## config.mk

```make
export PLATFORM = sky130hd
export DESIGN_NAME = hero_write_rx
export DESIGN_NICKNAME = d
export VERILOG_FILES = /design/src/rtl/hero_write_rx.sv
export SDC_FILE = /design/constraint.sdc
export NUM_CORES = 1
export LEC_CHECK = 0
export BUFFER_PORTS_ARGS = -buffer_cell sky130_fd_sc_hd__buf_2
export CORE_MARGIN = 5
export CORE_UTILIZATION = 40
export CTS_BUF_LIST = sky130_fd_sc_hd__clkbuf_8
export CTS_CLUSTER_DIAMETER = 100
export DETAILED_ROUTE_END_ITERATION = 6
export GPL_TIMING_DRIVEN = 0
export PLACE_DENSITY = 0.55
export SYNTH_ARGS = -nofsm -noshare
export SYNTH_HDL_FRONTEND = slang
export SYNTH_SLANG_ARGS = --single-unit
```

## constraint.sdc

```tcl
create_clock -name clk -period 8.7 [get_ports clk]
set_clock_uncertainty 0.1 [all_clocks]
set_input_delay 1.305 -clock clk [delete_from_list [all_inputs] [get_ports clk]]
set_output_delay 1.305 -clock clk [all_outputs]
set_load 0.1 [all_outputs]
```

## src/rtl/hero_write_rx.sv

```systemverilog
// hero_write_rx: receive end of the hero write bus.
// Stages hero beats in a commit-on-DONE FIFO and presents only complete
// transactions downstream over a valid/ready beat interface. Transactions
// that cannot be held in full are rolled back, dropped and flagged.
//
// Ports:
//   clk           sole clock
//   rst           synchronous active-high reset
//   hero_wr       incoming beat (cycle_type, wdat, struct_reference, clk_en)
//   out_valid     head beat available
//   out_ready     consumer accepts head beat
//   out_wdat      head beat data
//   out_sub       head beat struct_reference
//   out_last      head beat was the DONE beat
//   overflow_err  one-cycle pulse: transaction dropped
//   proto_err     one-cycle pulse: illegal cycle_type
//
// Optional feature macro: HERO_WRITE_RX_PROTO_CHECK_EN (illegal cycle_type
// detection; when undefined proto_err is tied low and undefined encodings
// are treated as IDLE).

package test_pkg_a;
  localparam int unsigned HERO_WIDTH = 32;

  // cycle_type encodings; 2'd3 is undefined
  localparam logic [1:0] CYC_IDLE  = 2'd0;
  localparam logic [1:0] CYC_VALID = 2'd1;
  localparam logic [1:0] CYC_DONE  = 2'd2;

  typedef struct packed {
    logic [3:0] id;
    logic [3:0] tag;
  } sub_struct_t;

  typedef struct packed {
    logic [1:0]            cycle_type;
    logic [HERO_WIDTH-1:0] wdat;
    sub_struct_t           struct_reference;
    logic                  clk_en;
  } hero_write_t;

  typedef struct packed {
    logic [HERO_WIDTH-1:0] wdat;
    sub_struct_t           sub;
    logic                  last;
  } hero_entry_t;
endpackage

module hero_write_rx
  import test_pkg_a::*;
#(
  parameter int unsigned DATA_DEPTH = 16,
  parameter int unsigned MAX_BEATS  = 8
) (
  input  logic                  clk,
  input  logic                  rst,
  input  hero_write_t           hero_wr,
  output logic                  out_valid,
  input  logic                  out_ready,
  output logic [HERO_WIDTH-1:0] out_wdat,
  output sub_struct_t           out_sub,
  output logic                  out_last,
  output logic                  overflow_err,
  output logic                  proto_err
);

  localparam int unsigned AW = $clog2(DATA_DEPTH);
  localparam int unsigned PW = AW + 1;
  localparam int unsigned CW = $clog2(MAX_BEATS + 1);

  typedef enum logic [1:0] {ST_IDLE, ST_ACCUM, ST_DROP} state_t;

  state_t      r_state, w_state_nxt;
  hero_entry_t r_mem [DATA_DEPTH];
  logic [PW-1:0] r_wr_ptr, r_start_ptr, r_commit_ptr, r_rd_ptr;
  logic [CW-1:0] r_beat_cnt, w_cnt_nxt;
  logic          r_overflow_err;

  logic          w_beat, w_done, w_full, w_rd;
  logic [PW-1:0] w_occ;
  logic          w_we, w_last, w_commit, w_rollback, w_start, w_ovf;
  hero_entry_t   w_head;

`ifdef HERO_WRITE_RX_PROTO_CHECK_EN
  logic r_proto_err, w_illegal, w_perr;
  assign w_illegal = hero_wr.clk_en && (hero_wr.cycle_type == 2'd3);
  assign proto_err = r_proto_err;
`else
  assign proto_err = 1'b0;
`endif

  // Beat qualification; IDLE and gated cycles never count
  assign w_beat = hero_wr.clk_en &&
                  (hero_wr.cycle_type == CYC_VALID || hero_wr.cycle_type == CYC_DONE);
  assign w_done = (hero_wr.cycle_type == CYC_DONE);
  // Space uses pre-read occupancy, including uncommitted beats
  assign w_occ  = r_wr_ptr - r_rd_ptr;
  assign w_full = (w_occ == PW'(DATA_DEPTH));
  assign w_rd   = out_valid && out_ready;

  // Output side sees only committed data
  assign out_valid = (r_rd_ptr != r_commit_ptr);
  assign w_head    = r_mem[r_rd_ptr[AW-1:0]];
  assign out_wdat  = w_head.wdat;
  assign out_sub   = w_head.sub;
  assign out_last  = w_head.last;
  assign overflow_err = r_overflow_err;

  // Next-state and write control
  always_comb begin
    w_state_nxt = r_state;
    w_cnt_nxt   = r_beat_cnt;
    w_we        = 1'b0;
    w_last      = 1'b0;
    w_commit    = 1'b0;
    w_rollback  = 1'b0;
    w_start     = 1'b0;
    w_ovf       = 1'b0;
`ifdef HERO_WRITE_RX_PROTO_CHECK_EN
    w_perr      = 1'b0;
`endif
    unique case (r_state)
      ST_IDLE: begin
        if (w_beat) begin
          if (w_full) begin
            w_ovf = 1'b1;
            if (!w_done) w_state_nxt = ST_DROP;
          end else begin
            w_we = 1'b1;
            if (w_done) begin
              w_last   = 1'b1;
              w_commit = 1'b1;
            end else begin
              w_start     = 1'b1;
              w_cnt_nxt   = CW'(1);
              w_state_nxt = ST_ACCUM;
            end
          end
        end
`ifdef HERO_WRITE_RX_PROTO_CHECK_EN
        else if (w_illegal) w_perr = 1'b1;
`endif
      end
      ST_ACCUM: begin
        if (w_beat) begin
          if (!w_full && (r_beat_cnt < CW'(MAX_BEATS))) begin
            w_we      = 1'b1;
            w_cnt_nxt = r_beat_cnt + CW'(1);
            if (w_done) begin
              w_last      = 1'b1;
              w_commit    = 1'b1;
              w_state_nxt = ST_IDLE;
            end
          end else begin
            w_rollback  = 1'b1;
            w_ovf       = 1'b1;
            w_state_nxt = w_done ? ST_IDLE : ST_DROP;
          end
        end
`ifdef HERO_WRITE_RX_PROTO_CHECK_EN
        else if (w_illegal) begin
          w_perr      = 1'b1;
          w_rollback  = 1'b1;
          w_state_nxt = ST_DROP;
        end
`endif
      end
      ST_DROP: begin
        if (w_beat && w_done) w_state_nxt = ST_IDLE;
`ifdef HERO_WRITE_RX_PROTO_CHECK_EN
        else if (w_illegal) w_perr = 1'b1;
`endif
      end
      default: w_state_nxt = ST_IDLE;
    endcase
  end

  // State, pointers and beat storage
  always_ff @(posedge clk) begin
    if (rst) begin
      r_state        <= ST_IDLE;
      r_wr_ptr       <= '0;
      r_start_ptr    <= '0;
      r_commit_ptr   <= '0;
      r_rd_ptr       <= '0;
      r_beat_cnt     <= '0;
      r_overflow_err <= 1'b0;
`ifdef HERO_WRITE_RX_PROTO_CHECK_EN
      r_proto_err    <= 1'b0;
`endif
      for (int unsigned i = 0; i < DATA_DEPTH; i++) r_mem[i] <= '0;
    end else begin
      r_state        <= w_state_nxt;
      r_beat_cnt     <= w_cnt_nxt;
      r_overflow_err <= w_ovf;
`ifdef HERO_WRITE_RX_PROTO_CHECK_EN
      r_proto_err    <= w_perr;
`endif
      if (w_we) begin
        r_mem[r_wr_ptr[AW-1:0]] <= '{wdat: hero_wr.wdat,
                                     sub:  hero_wr.struct_reference,
                                     last: w_last};
        r_wr_ptr <= r_wr_ptr + PW'(1);
      end
      if (w_rollback) r_wr_ptr     <= r_start_ptr;
      if (w_start)    r_start_ptr  <= r_wr_ptr;
      if (w_commit)   r_commit_ptr <= r_wr_ptr + PW'(1);
      if (w_rd)       r_rd_ptr     <= r_rd_ptr + PW'(1);
    end
  end

endmodule

```

# [Yosys cells after proc, flatten, opt, wreduce, memory -nomap -nowiden]
# Memories as Yosys holds them, arrays and structs flattened. A register that Yosys moved wholly into a read port is not among the register bits.
# Cells that the tools add are included.
[op_classes] muxes=49 n_eq_ne=13 n_reduce_logical=12 magnitude_cmp=1 add_sub_neg=4
[op_table] op="41-bit two-way mux" count=1
[op_table] op="41-bit OR reduction" count=1
[op_table] op="4-bit two-way mux" count=8
[op_table] op="1-bit two-way mux" count=24
[op_table] op="2-bit two-way mux" count=9
[op_table] op="2-bit inequality test (second input constant)" count=6
[op_table] op="5-bit by 1-bit adder with 5-bit output (second input constant)" count=2
[op_table] op="5-bit two-way mux" count=2
[op_table] op="4-bit one-hot mux with 2 select lines" count=1
[op_table] op="1-bit one-hot mux with 2 select lines" count=3
[op_table] op="2-bit one-hot mux with 3 select lines" count=1
[op_table] op="6-bit AND reduction" count=1
[op_table] op="5-bit equality test (second input constant)" count=1
[op_table] op="5-bit inequality test" count=1
[op_table] op="5-bit AND reduction" count=1
[op_table] op="5-bit subtractor" count=1
[op_table] op="4-bit by 1-bit adder with 4-bit output (second input constant)" count=1
[op_table] op="2-bit by 1-bit equality test with 1-bit output (second input constant)" count=2
[op_table] op="2-bit equality test (second input constant)" count=2
[op_table] op="1-bit logical AND" count=4
[op_table] op="4-bit less-than comparator (second input constant)" count=1
[op_table] op="2-bit nonzero test" count=2
[op_table] op="3-bit inequality test (second input constant)" count=1
[op_table] op="2-bit logical NOT" count=1
[op_table] op="other kinds (2)" count=2
[word_totals] ramBits=656 out_inout_bits=44 input_bits=46 mem_count=1 regBits=27 wordCells=87
[mem_list] memory="r_mem" depth=16 width=41 rd=1 rd_ports_with_merged_regs=1 write_ports=16 line="74" source="hero_entry_t r_mem [DATA_DEPTH];"

# [Longest topological paths before layout]
[logic_depth] ltp_word=12 ltp_mapped=10 mapped_depth_nobuf=7

# [Worst setup path before layout]
# OpenSTA, ideal clock, no wires.
[synth_path] path_kind="input-to-reg" start="in hero_wr[41] in the netlist's numbering" end="mem r_mem[12][0] in the netlist's numbering (enable)" setup_time_ns=0.397 path_stages=6 arrival_time_ns=3.504 setup_slack_ns=4.699 t_required_ns=8.203 path_buffers=0 cell_sequence="inv_1 > ha_1 > or3b_4 > a31o_2 > nor3_2 > a21o_1"
[synth_lines] element="start, declared" line="57" source="input hero_write_t hero_wr,"
[synth_lines] element="end, declared" line="74"

==> flow_metrics.tcl <==
set metrics [dict create \
    status "finished clean" \
    grt_max_degree 42 \
    grt_pass1_vias 19000 \
    die_x_um 285 \
    yosys_warnings 0 \
    period_minus_slack_ns 5.43 \
    slowest_delay_ns 0.99 \
    core_mm2 0.0756 \
    synth.distinct_cells 50 \
    synth.avg_cell_area_um2 15.2 \
    synth_area_mm2 0.0303 \
    row_count 101 \
    cp-end-kind "output pin" \
    cts.clk_slew.worst_paths_ns 0.06 \
    grtUsageTotal_pct 21.2 \
    synthArstFlopShare_pct 0 \
    post_cts_buffers 0 \
    startpoint_type "register" \
    die_area_mm2 0.0813 \
    syn_inst 1996 \
    crit_chain "clkbuf_1 -> clkbuf_1 -> mux4_2 -> mux4_2 -> buf_2" \
    postRouteWirelength_um 87500 \
    viasPerCell 5.55 \
    overflow 0 \
    postCtsHoldBufs 0 \
    period_share_pct 62.4 \
    vias 18200 \
    synth_top_area_share_pct 65.0 \
    synth_ff_type "edfxtp_1" \
    syn_nets 2053 \
    start_util_pct 40.1 \
    cts_sinks 687 \
    ant_nets 0 \
    antenna_found_initial 6 \
    yosysMostFrequentCell "edfxtp_1" \
    hold_depth 1 \
    setup_violations 0 \
    power_uw 7810 \
    dpl.hpwl_um 52200 \
    fin_setup_tns_ns 0 \
    wire_per_inst_um 26.7 \
    path_class "reg2out" \
    post_cts_resized 0 \
    cp_slowest_cell "clkbuf_1" \
    yosysSeqAreaShare_pct 67.1 \
    synth.largest_area_cell "edfxtp_1" \
    tightest_slew_ns 1.27 \
    synth_top_cells_by_area "edfxtp_1 65%, mux4_2 15%, nor2_1 6.3%" \
    cap_violations 0 \
    p_per_area_mw_per_mm2 228 \
    fin_util_pct 45.3 \
    timing.hold.ws_ns 0.384 \
    cts_buffers 115 \
    cts_tree "done" \
    timing.critical_path.buf_inv 3 \
    power.leakage_uw 0.0117 \
    crit_required_ns 7.30 \
    grt_pass1_wl_um 126000 \
    cts.path.max_buffers 3 \
    ir_drop_uv 102 \
    crit_family "buffers and inverters" \
    drc 0 \
    ios 90 \
    synth_edf_count 656 \
    ys_top_cells_by_count "656 x edfxtp_1, 512 x nor2_1, 205 x mux4_2" \
    port_buffers 87 \
    rsz0062_at_grt "false" \
    firstDrtPassIters 6 \
    cp_num_cells 5 \
    drive_gt1_share_pct 23.8 \
    max_clock_freq_ghz 0.184 \
    reg2reg_depth 8 \
    worst-path-max-fanout 10 \
    setup_ws_ns 3.27 \
    slew_viol_final 0 \
    htree_levels 3 \
    hold_class "reg2reg" \
    area_delta_synth_final_pct 13.0 \
    final_nets 2257 \
    cts-root-buf "clkbuf_8" \
    ys_ff_latch 687 \
    first_iter_violations 1680 \
    preCtsSetupSlack_ns 4.07 \
    finalHoldViolCount 0 \
    dieHeight_um 285 \
    worstPathArrival_ns 4.03 \
    clock_latency_ns 0.73 \
    gp_congestion 0.818 \
    max_slew_margin_pct 15.4 \
]
==> layout make-up <==
cell class	instances	area, um^2
clock inverters	88	439
clock buffers	123	1690
repair buffers	87	435
multi-input cells	1155	9320
flip-flops and latches	687	20300
fillers	6812	41300
plain buffers	145	753
well taps	978	1220
diodes	5	12.5
inverters	9	33.8
==> per-stage QoR <==
stage | cells | cell area, um^2
after floorplan | 1996 | 30300
after global placement | 3061 | 32000
after detailed placement | 3061 | 32100
after CTS | 3272 | 34200
after global routing | 3274 | 34200
final | 3277 | 34200
==> final timing paths <==
| path | from | to | slack [ns] |
|---|---|---|---|
| worst max register to register | r_wr_ptr[0] | r_mem[0][23] | 4.97 |
| worst min register to register | r_start_ptr[4] | r_wr_ptr[4] | 0.38 |
| worst max-delay path | register | out_wdat[12] | 3.27 |
| worst min-delay path | r_start_ptr[4] | r_wr_ptr[4] | 0.38 |
==> report_power, final <==
part / internal [uW] / total, uW / leakage (uW) / switching, uW
clock network: 1360 / 2700 / 0.00122 / 1330
logic: 389 / 1290 / 0.00349 / 900
registers: 3780 / 3820 / 0.00704 / 47.6
==> state kept, by name (all words and copies together) (netlist names), named ones only <==
signal and count:
r_beat_cnt 4, r_mem 656, r_commit_ptr 5, r_rd_ptr 5, overflow_err 1, r_wr_ptr 5, r_start_ptr 5, r_state 2
==> per-layer routing <==
layer | track usage (%) | share of wire (%) | vias to the layer above
met5 | 0 | 0.015 | -
met1 | 28.1 | 40 | 9431
met4 | 6.14 | 2.4 | 2
li1 | - | - | 7839
met3 | 5.65 | 8.7 | 140
met2 | 35.0 | 49 | 786
==> placed cells by master (no fill, tap or decap), types with 3 or more instances in the layout <==
master / instances
a21o_4: 4
a221o_1: 3
a21oi_1: 14
ha_1: 11
and2_1: 163
a31o_4: 12
inv_1: 44
clkinv_2: 17
diode_2: 5
o21ai_0: 14
dfxtp_1: 31
a211oi_1: 3
and3_1: 4
buf_6: 10
clkinv_1: 26
buf_1: 5
nor2b_1: 6
xnor2_1: 9
nor2_1: 512
clkinvlp_4: 6
nand3_4: 3
edfxtp_1: 656
o211ai_1: 3
nand3_1: 9
buf_2: 131
buf_4: 21
mux4_2: 205
nand2_1: 128
clkbuf_1: 65
and4_1: 5
xor2_1: 4
nand2b_1: 6
or3_1: 4
clkbuf_8: 123
==> cell families (layout without fill, tap and decap cells) <==
logic type	after synthesis	in the layout	synth area share, %
adder cells (fa/ha/maj)	11	11	0.454
other	1	6	0.0124
AO/OA/AOI/OAI	68	68	1.56
AND/OR/NAND/NOR	854	854	12.6
flip-flops	687	687	67.1
multiplexers	208	208	15.3
buffers and inverters	154	452	2.60
XOR/XNOR	13	13	0.376
==> worst register-to-register path: cells and delay by family (launching register included) <==
family / cells / cell delay, ns
flops: 1 / 0.55
buf+inv: 2 / 0.53
simple gates: 2 / 0.48
fa+ha+maj: 1 / 0.22
compound gates: 3 / 1.42
No activity file was read; power rests on OpenSTA's default activity.
